==> src/rtl/reset_sequencer_if.sv <==
// Handshake bundle between bus-side control, reset_sequencer and the per-domain
// reset synchronisers. The master drives requests and returns acknowledges.
interface reset_sequencer_if #(
  parameter int N_DOMAINS = 4
);
  logic                 start;
  logic [N_DOMAINS-1:0] domain_mask;
  logic [N_DOMAINS-1:0] rst_req;
  logic [N_DOMAINS-1:0] rst_ack;
  logic                 busy;
  logic                 done;
  logic                 timeout_err;
  logic [3:0]           err_domain;

  modport master (
    output start, domain_mask, rst_ack,
    input  rst_req, busy, done, timeout_err, err_domain
  );

  modport slave (
    input  start, domain_mask, rst_ack,
    output rst_req, busy, done, timeout_err, err_domain
  );
endinterface

==> src/rtl/reset_sequencer.sv <==
// Ordered multi-domain reset controller: asserts resets low-to-high, holds, releases high-to-low.
// Optional per-acknowledge timeout abort is compiled in with RESET_SEQ_TIMEOUT_EN.
//
// state     | meaning
// ----------+---------------------------------------------------
// S_IDLE    | waiting for START
// S_ASSERT  | raise RST_REQ[idx]
// S_WAIT_HI | wait for RST_ACK[idx] high
// S_HOLD    | all selected resets held for HOLD_CYCLES
// S_RELEASE | drop RST_REQ[idx]
// S_WAIT_LO | wait for RST_ACK[idx] low
// S_FINISH  | emit DONE, drop BUSY
module reset_sequencer #(
  parameter int N_DOMAINS      = 4,
  parameter int HOLD_CYCLES    = 16,
  parameter int TIMEOUT_CYCLES = 1024
) (
  input logic               bus_clk_i,
  input logic               bus_rst_i,
  reset_sequencer_if.slave  seq_if
);

  if (N_DOMAINS < 1 || N_DOMAINS > 16) begin : g_bad_n
    $error("N_DOMAINS must be 1..16");
  end
  if (HOLD_CYCLES < 1 || HOLD_CYCLES > 65535) begin : g_bad_hold
    $error("HOLD_CYCLES must be 1..65535");
  end
  if (TIMEOUT_CYCLES < 2 || TIMEOUT_CYCLES > 65535) begin : g_bad_to
    $error("TIMEOUT_CYCLES must be 2..65535");
  end

  typedef enum logic [2:0] {
    S_IDLE, S_ASSERT, S_WAIT_HI, S_HOLD, S_RELEASE, S_WAIT_LO, S_FINISH
  } state_e;

  state_e               state_q, state_d;
  logic [N_DOMAINS-1:0] mask_q, mask_d;
  logic [N_DOMAINS-1:0] req_q, req_d;
  logic [3:0]           idx_q, idx_d;
  logic [15:0]          hold_q, hold_d;
  logic                 busy_q, busy_d;
  logic                 done_q, done_d;

  logic [3:0] first_lo, first_hi, next_up, next_dn;
  logic       has_up, has_dn;

  // first_lo looks at the live mask because it is needed on the accepting edge
  always_comb begin
    first_lo = '0;
    first_hi = '0;
    next_up  = '0;
    next_dn  = '0;
    has_up   = 1'b0;
    has_dn   = 1'b0;
    for (int i = N_DOMAINS - 1; i >= 0; i--) begin
      if (seq_if.domain_mask[i]) first_lo = 4'(i);
      if (mask_q[i] && i > int'(idx_q)) begin
        next_up = 4'(i);
        has_up  = 1'b1;
      end
    end
    for (int i = 0; i < N_DOMAINS; i++) begin
      if (mask_q[i]) first_hi = 4'(i);
      if (mask_q[i] && i < int'(idx_q)) begin
        next_dn = 4'(i);
        has_dn  = 1'b1;
      end
    end
  end

`ifdef RESET_SEQ_TIMEOUT_EN
  logic [15:0] wait_q, wait_d;
  logic        terr_q, terr_d;
  logic [3:0]  edom_q, edom_d;
  logic        wait_expired;

  assign wait_expired = (wait_q == 16'(TIMEOUT_CYCLES));

  always_ff @(posedge bus_clk_i) begin
    if (bus_rst_i) begin
      wait_q <= '0;
      terr_q <= 1'b0;
      edom_q <= '0;
    end else begin
      wait_q <= wait_d;
      terr_q <= terr_d;
      edom_q <= edom_d;
    end
  end

  assign seq_if.timeout_err = terr_q;
  assign seq_if.err_domain  = edom_q;
`else
  assign seq_if.timeout_err = 1'b0;
  assign seq_if.err_domain  = 4'd0;
`endif

  always_comb begin
    state_d = state_q;
    mask_d  = mask_q;
    req_d   = req_q;
    idx_d   = idx_q;
    hold_d  = hold_q;
    busy_d  = busy_q;
    done_d  = 1'b0;
`ifdef RESET_SEQ_TIMEOUT_EN
    wait_d  = wait_q;
    terr_d  = terr_q;
    edom_d  = edom_q;
`endif
    case (state_q)
      S_IDLE: begin
        // done_q high means this is the DONE cycle; a START here is dropped
        if (seq_if.start && !done_q) begin
          mask_d = seq_if.domain_mask;
          busy_d = 1'b1;
`ifdef RESET_SEQ_TIMEOUT_EN
          terr_d = 1'b0;
`endif
          if (seq_if.domain_mask == '0) begin
            state_d = S_FINISH;
          end else begin
            idx_d   = first_lo;
            state_d = S_ASSERT;
          end
        end
      end
      S_ASSERT: begin
        req_d[idx_q] = 1'b1;
`ifdef RESET_SEQ_TIMEOUT_EN
        wait_d = '0;
`endif
        state_d = S_WAIT_HI;
      end
      S_WAIT_HI: begin
        if (seq_if.rst_ack[idx_q]) begin
          if (has_up) begin
            idx_d   = next_up;
            state_d = S_ASSERT;
          end else begin
            hold_d  = 16'(HOLD_CYCLES);
            state_d = S_HOLD;
          end
        end
`ifdef RESET_SEQ_TIMEOUT_EN
        else if (wait_expired) begin
          req_d   = '0;
          terr_d  = 1'b1;
          edom_d  = idx_q;
          state_d = S_FINISH;
        end else if (wait_q != 16'hFFFF) begin
          wait_d = wait_q + 16'd1;
        end
`endif
      end
      S_HOLD: begin
        if (hold_q <= 16'd1) begin
          idx_d   = first_hi;
          state_d = S_RELEASE;
        end else begin
          hold_d = hold_q - 16'd1;
        end
      end
      S_RELEASE: begin
        req_d[idx_q] = 1'b0;
`ifdef RESET_SEQ_TIMEOUT_EN
        wait_d = '0;
`endif
        state_d = S_WAIT_LO;
      end
      S_WAIT_LO: begin
        if (!seq_if.rst_ack[idx_q]) begin
          if (has_dn) begin
            idx_d   = next_dn;
            state_d = S_RELEASE;
          end else begin
            state_d = S_FINISH;
          end
        end
`ifdef RESET_SEQ_TIMEOUT_EN
        else if (wait_expired) begin
          req_d   = '0;
          terr_d  = 1'b1;
          edom_d  = idx_q;
          state_d = S_FINISH;
        end else if (wait_q != 16'hFFFF) begin
          wait_d = wait_q + 16'd1;
        end
`endif
      end
      S_FINISH: begin
        done_d  = 1'b1;
        busy_d  = 1'b0;
        state_d = S_IDLE;
      end
      default: state_d = S_IDLE;
    endcase
  end

  always_ff @(posedge bus_clk_i) begin
    if (bus_rst_i) begin
      state_q <= S_IDLE;
      mask_q  <= '0;
      req_q   <= '0;
      idx_q   <= '0;
      hold_q  <= '0;
      busy_q  <= 1'b0;
      done_q  <= 1'b0;
    end else begin
      state_q <= state_d;
      mask_q  <= mask_d;
      req_q   <= req_d;
      idx_q   <= idx_d;
      hold_q  <= hold_d;
      busy_q  <= busy_d;
      done_q  <= done_d;
    end
  end

  assign seq_if.rst_req = req_q;
  assign seq_if.busy    = busy_q;
  assign seq_if.done    = done_q;

endmodule
==> src/flat_wrapper.sv <==
// flat-port wrapper written by rule: the top's interface ports become plain ports
module reset_sequencer_flat 
#(
  parameter int N_DOMAINS      = 4,
  parameter int HOLD_CYCLES    = 16,
  parameter int TIMEOUT_CYCLES = 1024
)
  (bus_clk_i, bus_rst_i, seq_if_start, seq_if_domain_mask, seq_if_rst_ack, seq_if_rst_req, seq_if_busy, seq_if_done, seq_if_timeout_err, seq_if_err_domain);
  reset_sequencer_if #(.N_DOMAINS(N_DOMAINS)) seq_if_i ();
  input logic bus_clk_i;
  input logic bus_rst_i;
  input wire logic [$bits(seq_if_i.start)-1:0] seq_if_start;
  input wire logic [$bits(seq_if_i.domain_mask)-1:0] seq_if_domain_mask;
  input wire logic [$bits(seq_if_i.rst_ack)-1:0] seq_if_rst_ack;
  output wire logic [$bits(seq_if_i.rst_req)-1:0] seq_if_rst_req;
  output wire logic [$bits(seq_if_i.busy)-1:0] seq_if_busy;
  output wire logic [$bits(seq_if_i.done)-1:0] seq_if_done;
  output wire logic [$bits(seq_if_i.timeout_err)-1:0] seq_if_timeout_err;
  output wire logic [$bits(seq_if_i.err_domain)-1:0] seq_if_err_domain;
  assign seq_if_i.start = seq_if_start;
  assign seq_if_i.domain_mask = seq_if_domain_mask;
  assign seq_if_i.rst_ack = seq_if_rst_ack;
  assign seq_if_rst_req = seq_if_i.rst_req;
  assign seq_if_busy = seq_if_i.busy;
  assign seq_if_done = seq_if_i.done;
  assign seq_if_timeout_err = seq_if_i.timeout_err;
  assign seq_if_err_domain = seq_if_i.err_domain;
  reset_sequencer #(.N_DOMAINS(N_DOMAINS), .HOLD_CYCLES(HOLD_CYCLES), .TIMEOUT_CYCLES(TIMEOUT_CYCLES)) u_core (.bus_clk_i(bus_clk_i), .bus_rst_i(bus_rst_i), .seq_if(seq_if_i));
endmodule
==> config.mk <==
export PLATFORM = sky130hd
export DESIGN_NAME = reset_sequencer_flat
export DESIGN_NICKNAME = d
export VERILOG_FILES = /design/src/rtl/reset_sequencer_if.sv /design/src/rtl/reset_sequencer.sv /design/src/flat_wrapper.sv
export SDC_FILE = /design/constraint.sdc
export NUM_CORES = 1
export LEC_CHECK = 0
export CAP_MARGIN = 0
export CORE_MARGIN = 2
export CORE_UTILIZATION = 30
export DETAILED_ROUTE_END_ITERATION = 8
export PLACE_DENSITY_LB_ADDON = 0.1
export SLEW_MARGIN = 15
export SYNTH_ARGS = -nofsm -noshare
export SYNTH_HDL_FRONTEND = slang
export SYNTH_SLANG_ARGS = --single-unit
==> constraint.sdc <==
create_clock -name bus_clk_i -period 2.7 [get_ports bus_clk_i]
set_clock_uncertainty 0.2 [all_clocks]
set_input_delay 0.54 -clock bus_clk_i [delete_from_list [all_inputs] [get_ports bus_clk_i]]
set_output_delay 0.54 -clock bus_clk_i [all_outputs]
set_load 0.02 [all_outputs]
==> impl_metrics.env, run 1 <==
export IMPL_ir_worst_vdd_v=0.000395
export IMPL_io_buffers=16
export IMPL_synth_seq_cells=31
export IMPL_ios=22
export IMPL_wl_um=5210
export IMPL_yosys_area_top_type="dfxtp_1"
export IMPL_dp_hpwl_um=3810
export IMPL_synth_area_leaders="dfxtp_1 30%, mux2i_1 8.7%, nand2_1 4.4%"
export IMPL_netlist_area_mm2=0.00206
export IMPL_finalCriticalPeriod_ps=2550
export IMPL_die_area_mm2=0.00755
export IMPL_synthMostInstantiatedCell="dfxtp_1"
export IMPL_synth_cell_type_count=61
export IMPL_cts_tree="done"
export IMPL_core_area_mm2=0.00672
export IMPL_antenna_found_initial=0
export IMPL_seq_area_frac_synth_pct=30.1
export IMPL_synth_warnings=0
export IMPL_timing_final_crit_share_pct=94.5
export IMPL_fmax_mhz=392
export IMPL_place_gp_congestion=0.768
export IMPL_worst_slew_pin_slew_ps=568
export IMPL_rsz0062_at_grt="false"
export IMPL_drv_cap=0
export IMPL_cts_made_buffers=5
export IMPL_clk_pin_slew_worst_paths_ps=70
export IMPL_start_kind="flop"
export IMPL_worstPathArrival_ps=2570
export IMPL_synth_edf_count=0
export IMPL_grt_pass1_wl_um=8780
export IMPL_async_flop_share_pct=0
export IMPL_syn2layout_area_growth_pct=18.7
export IMPL_detail_route_antenna_nets=0
export IMPL_slew_headroom_pct=61.2
export IMPL_fp_dieH_um=86.9
export IMPL_cts_root_buf="clkbuf_8"
export IMPL_status="completed"
export IMPL_synth_top_area_share_pct=30.1
export IMPL_reg2reg_depth=5
export IMPL_synthFlopType="dfxtp_1"
export IMPL_slew_viol_final=0
export IMPL_p_leak_nw=0.909
export IMPL_finalSetupViolations=0
export IMPL_drive_above_1_share_pct=15.4
export IMPL_diodes=0
export IMPL_synth_common_cells="31 x dfxtp_1, 24 x nand2_1, 18 x mux2i_1, 17 x nor2_1, 15 x o21ai_0"
export IMPL_syn_avg_cell_area_um2=8.38
export IMPL_viasPerCell=5.22
export IMPL_start_util_pct=30.7
export IMPL_vias=1837
export IMPL_insertion_delay_ps=290
export IMPL_holdWs_ps=271
export IMPL_setup_tns_ps=0
export IMPL_end_kind="flop"
export IMPL_crit_required_ps=2720
export IMPL_fp_dieW_um=86.9
export IMPL_cts_max_level=2
export IMPL_fin_nets=285
export IMPL_postSynthCellCount=246
export IMPL_grt_pass1_vias=1705
export IMPL_hp_class="flop to flop"
export IMPL_clkSinkCount=31
export IMPL_row_count=30
export IMPL_drtIter0Drc=72
export IMPL_min_path_cells=2
export IMPL_clk_path_buf_depth=2
export IMPL_dr_pass1_iters=4
export IMPL_overflow=0
export IMPL_wire_per_inst_um=14.8
export IMPL_grtUsageTotal_pct=15.0
export IMPL_worst_setup_path_type="flop to flop"
export IMPL_cp_max_fo=6
export IMPL_grt_max_degree=23
export IMPL_hold_viol_final=0
export IMPL_nFillCells=704
export IMPL_p_per_area_mw_per_mm2=1260
export IMPL_drc=0
[stage by stage]
step	area, um2	setup WS (ps)	util (%)	power, mW	std cells
2_1_floorplan	2080	308	-	2.24	250
3_3_place_gp	2340	112	34.9	2.63	345
3_5_place_dp	2340	46.0	34.9	2.62	345
4_1_cts	2450	148	36.4	3.09	352
5_1_grt	2450	43.6	36.4	3.34	352
6_report	2450	149	36.4	3.08	352
[power by group]
part,leakage (nW),total (mW),switching (mW),internal (mW)
Sequential,0.253,0.780,0.154,0.626
Combinational,0.605,1.84,1.00,0.839
Clock,0.0513,0.456,0.186,0.271
Total,0.909,3.08,1.34,1.74
[routing by layer]
layer | vias up | track usage, % | wire length [um]
met5 | - | 0 | 0
met4 | 0 | 4.97 | 59
met3 | 6 | 3.60 | 251
met2 | 42 | 21.0 | 2110
li1 | 940 | - | -
met1 | 849 | 22.3 | 2790
[kinds of logic (layout without fill, tap and decap cells)]
kind of cell	after synthesis	in the layout	share of synthesized area, %
AO/OA/AOI/OAI	67	67	23.4
adder cells (fa/ha/maj)	2	2	1.21
buffers and inverters	30	52	8.43
flip-flops	31	31	30.1
multiplexers	20	20	9.95
other	1	5	0.182
AND/OR/NAND/NOR	95	95	26.7
[timing repair]
action                                  CTS  global route
setup buffers                             0             0
endpoints found under the hold margin     0             0
resized for setup                         0             1
endpoints found under the setup margin    0             1
hold buffers                              0             0
[final cells by class]
class / count / area [um2] / share of cell area (%)
Multi-Input combinational cell: 189 / 1280 / 52.5
Timing Repair Buffer: 35 / 303 / 12.4
Tap cell: 80 / 100 / 4.09
Clock inverter: 1 / 30.0 / 1.23
Inverter: 10 / 37.5 / 1.53
Clock buffer: 6 / 72.6 / 2.97
Sequential cell: 31 / 621 / 25.4
[critical path, cell delays in order (launching register included)]
cell and delay, ps:
dfxtp_1 360, or4_4 580, or3_1 520, or4_4 530, a21oi_2 130, mux2i_1 180
[final timing paths]
path	startpoint	endpoint	slack, ps
setup / recovery	u_core.hold_q[3]	u_core.hold_q[14]	150
hold / removal	u_core.hold_q[11]	u_core.hold_q[11]	270
setup reg to reg	u_core.hold_q[3]	u_core.hold_q[14]	150
hold reg to reg	u_core.hold_q[11]	u_core.hold_q[11]	270
[cell usage in the layout (no fill, tap or decap), drive strengths merged, types with 3 or more instances in the layout]
master / Yosys / layout
nand2: 24 / 24
clkdlybuf4s50: 0 / 16
conb: 1 / 5
buf: 11 / 19
o21bai: 3 / 3
or3: 6 / 6
a21oi: 14 / 14
clkbuf: 9 / 6
o2111ai: 3 / 3
a211oi: 9 / 9
dfxtp: 31 / 31
a2111oi: 4 / 4
nand2b: 15 / 15
inv: 10 / 10
nor2: 17 / 17
o21ai: 16 / 16
nor3: 3 / 3
or4: 6 / 6
mux2i: 19 / 19
nand3: 5 / 5
(Power assumes the default switching activity.)
==> run 2: changes to the inputs <==
--- a/config.mk
+++ b/config.mk
@@ -8,6 +8,7 @@
 export CAP_MARGIN = 0
 export CORE_MARGIN = 2
 export CORE_UTILIZATION = 30
+export CTS_BUF_LIST = sky130_fd_sc_hd__clkbuf_4 sky130_fd_sc_hd__clkbuf_8 sky130_fd_sc_hd__clkbuf_16
 export DETAILED_ROUTE_END_ITERATION = 8
 export PLACE_DENSITY_LB_ADDON = 0.1
 export SLEW_MARGIN = 15
==> run 2 against run 1 <==
  * Routed wire length increased by 0.27%
  * First-iteration DRC count increased by 31%
  * Critical path depth unchanged
  * Global-route usage increased by 0.059 points
  * Clock power increased by 3%
  * Die area unchanged
  * Sequential share of layout area about the same
  * Fmax about the same
  * Critical endpoint unchanged
==> impl_metrics.env, run 2 (synthesis results as in run 1) <==
export IMPL_worst_slew_pin_slew_ps=568
export IMPL_syn2layout_area_growth_pct=18.9
export IMPL_grt_pass1_wl_um=8830
export IMPL_timing_final_crit_share_pct=94.5
export IMPL_slew_viol_final=0
export IMPL_detail_route_antenna_nets=0
export IMPL_finalCriticalPeriod_ps=2550
export IMPL_cp_max_fo=6
export IMPL_drive_above_1_share_pct=15.8
export IMPL_fmax_mhz=392
export IMPL_dr_pass1_iters=4
export IMPL_antenna_found_initial=0
export IMPL_fin_util_pct=36.5
export IMPL_mostFrequentLayoutCell="dfxtp_1"
export IMPL_place_gp_congestion=0.768
export IMPL_p_per_area_mw_per_mm2=1260
export IMPL_vias=1845
export IMPL_fin_nets=285
export IMPL_final_area_mm2=0.00245
export IMPL_hp_class="flop to flop"
export IMPL_grt_max_degree=23
export IMPL_hold_viol_final=0
export IMPL_finalNonFillerCells=352
export IMPL_grt_pass1_vias=1715
export IMPL_diodes=0
export IMPL_dpl_cell_count=345
export IMPL_drc=0
export IMPL_grtUsageTotal_pct=15.1
export IMPL_worst_setup_path_type="flop to flop"
export IMPL_start_util_pct=30.7
export IMPL_finalSetupViolations=0
export IMPL_clkSinkCount=31
export IMPL_core_area_mm2=0.00672
export IMPL_fp_dieW_um=86.9
export IMPL_ios=22
export IMPL_cts_max_level=2
export IMPL_clk_pin_slew_worst_paths_ps=70
export IMPL_row_count=30
export IMPL_wire_per_inst_um=14.8
export IMPL_cts_root_buf="clkbuf_8"
export IMPL_p_leak_nw=0.912
export IMPL_post_cts_buffers=0
export IMPL_viasPerCell=5.24
export IMPL_place_area_mm2=0.00234
export IMPL_final_cell_mix="31 x dfxtp_1, 24 x nand2_1, 19 x buf_4, 18 x mux2i_1, 17 x nor2_1"
export IMPL_register_area_um2=621
export IMPL_io_buffers=16
export IMPL_setup_tns_ps=0
export IMPL_die_area_mm2=0.00755
export IMPL_wl_um=5230
export IMPL_dp_hpwl_um=3810
export IMPL_multi_input_area_mm2=0.00128
export IMPL_insertion_delay_ps=290
export IMPL_nFillCells=705
export IMPL_drtIter0Drc=94
export IMPL_rsz0062_at_grt="false"
export IMPL_hold_buffers=0
export IMPL_slew_headroom_pct=61.2
export IMPL_drv_cap=0
export IMPL_overflow=0
export IMPL_status="completed"
export IMPL_end_kind="flop"
export IMPL_cts_tree="done"
export IMPL_worstPathArrival_ps=2580
export IMPL_fp_dieH_um=86.9
export IMPL_clk_path_buf_depth=2
export IMPL_crit_required_ps=2720
export IMPL_cts_made_buffers=5
export IMPL_ir_worst_vdd_v=0.000394
export IMPL_start_kind="flop"
## run 2: routing by layer
metal | up-vias | share of wire [%] | global-route usage, %
met3 | 6 | 3.7 | 3.60
met4 | 0 | 1.1 | 4.97
met2 | 32 | 41 | 21.2
met5 | - | 0 | 0
met1 | 863 | 54 | 22.3
li1 | 944 | - | -
## run 2: final cells by class
type,instances,share of cell area [%]
clock buffers,6,3.11
flip-flops and latches,31,25.3
repair buffers,35,12.4
clock inverters,1,1.23
inverters,10,1.53
well taps,80,4.08
multi-input cells,189,52.4
## run 2: final timing paths
| kind | from | end | slack (ps) | cells after the start |
|---|---|---|---|---|
| min | u_core.hold_q[11] | u_core.hold_q[11] | 270 | 2 |
| max reg2reg | u_core.hold_q[3] | u_core.hold_q[14] | 150 | 5 |
| max | u_core.hold_q[3] | u_core.hold_q[14] | 150 | 5 |
| min reg2reg | u_core.hold_q[11] | u_core.hold_q[11] | 270 | 2 |
## run 2: timing repair
item / CTS / global route
hold endpoints to repair: 0 / 0
resized for setup: 0 / 1
endpoints found under the setup margin: 0 / 1
## run 2: report_power, final
part | leakage, nW | internal (mW) | switching [mW]
clock | 0.0547 | 0.281 | 0.187
sequential | 0.253 | 0.626 | 0.154
combinational | 0.605 | 0.838 | 1.00
## run 2: through the flow
stage                     hold WS (ps)  setup slack, ps  power (mW)
final                              271              148        3.09
after global routing               279             43.7        3.35
after CTS                          273              148        3.10
after detailed placement           263             46.0        2.62
after global placement             262              112        2.63
after floorplan                    239              308        2.24
## run 2: worst max-delay path, stage by stage (launching register included)
cell and delay [ps]:
dfxtp_1 360, or4_4 580, or3_1 520, or4_4 530, a21oi_2 130, mux2i_1 180
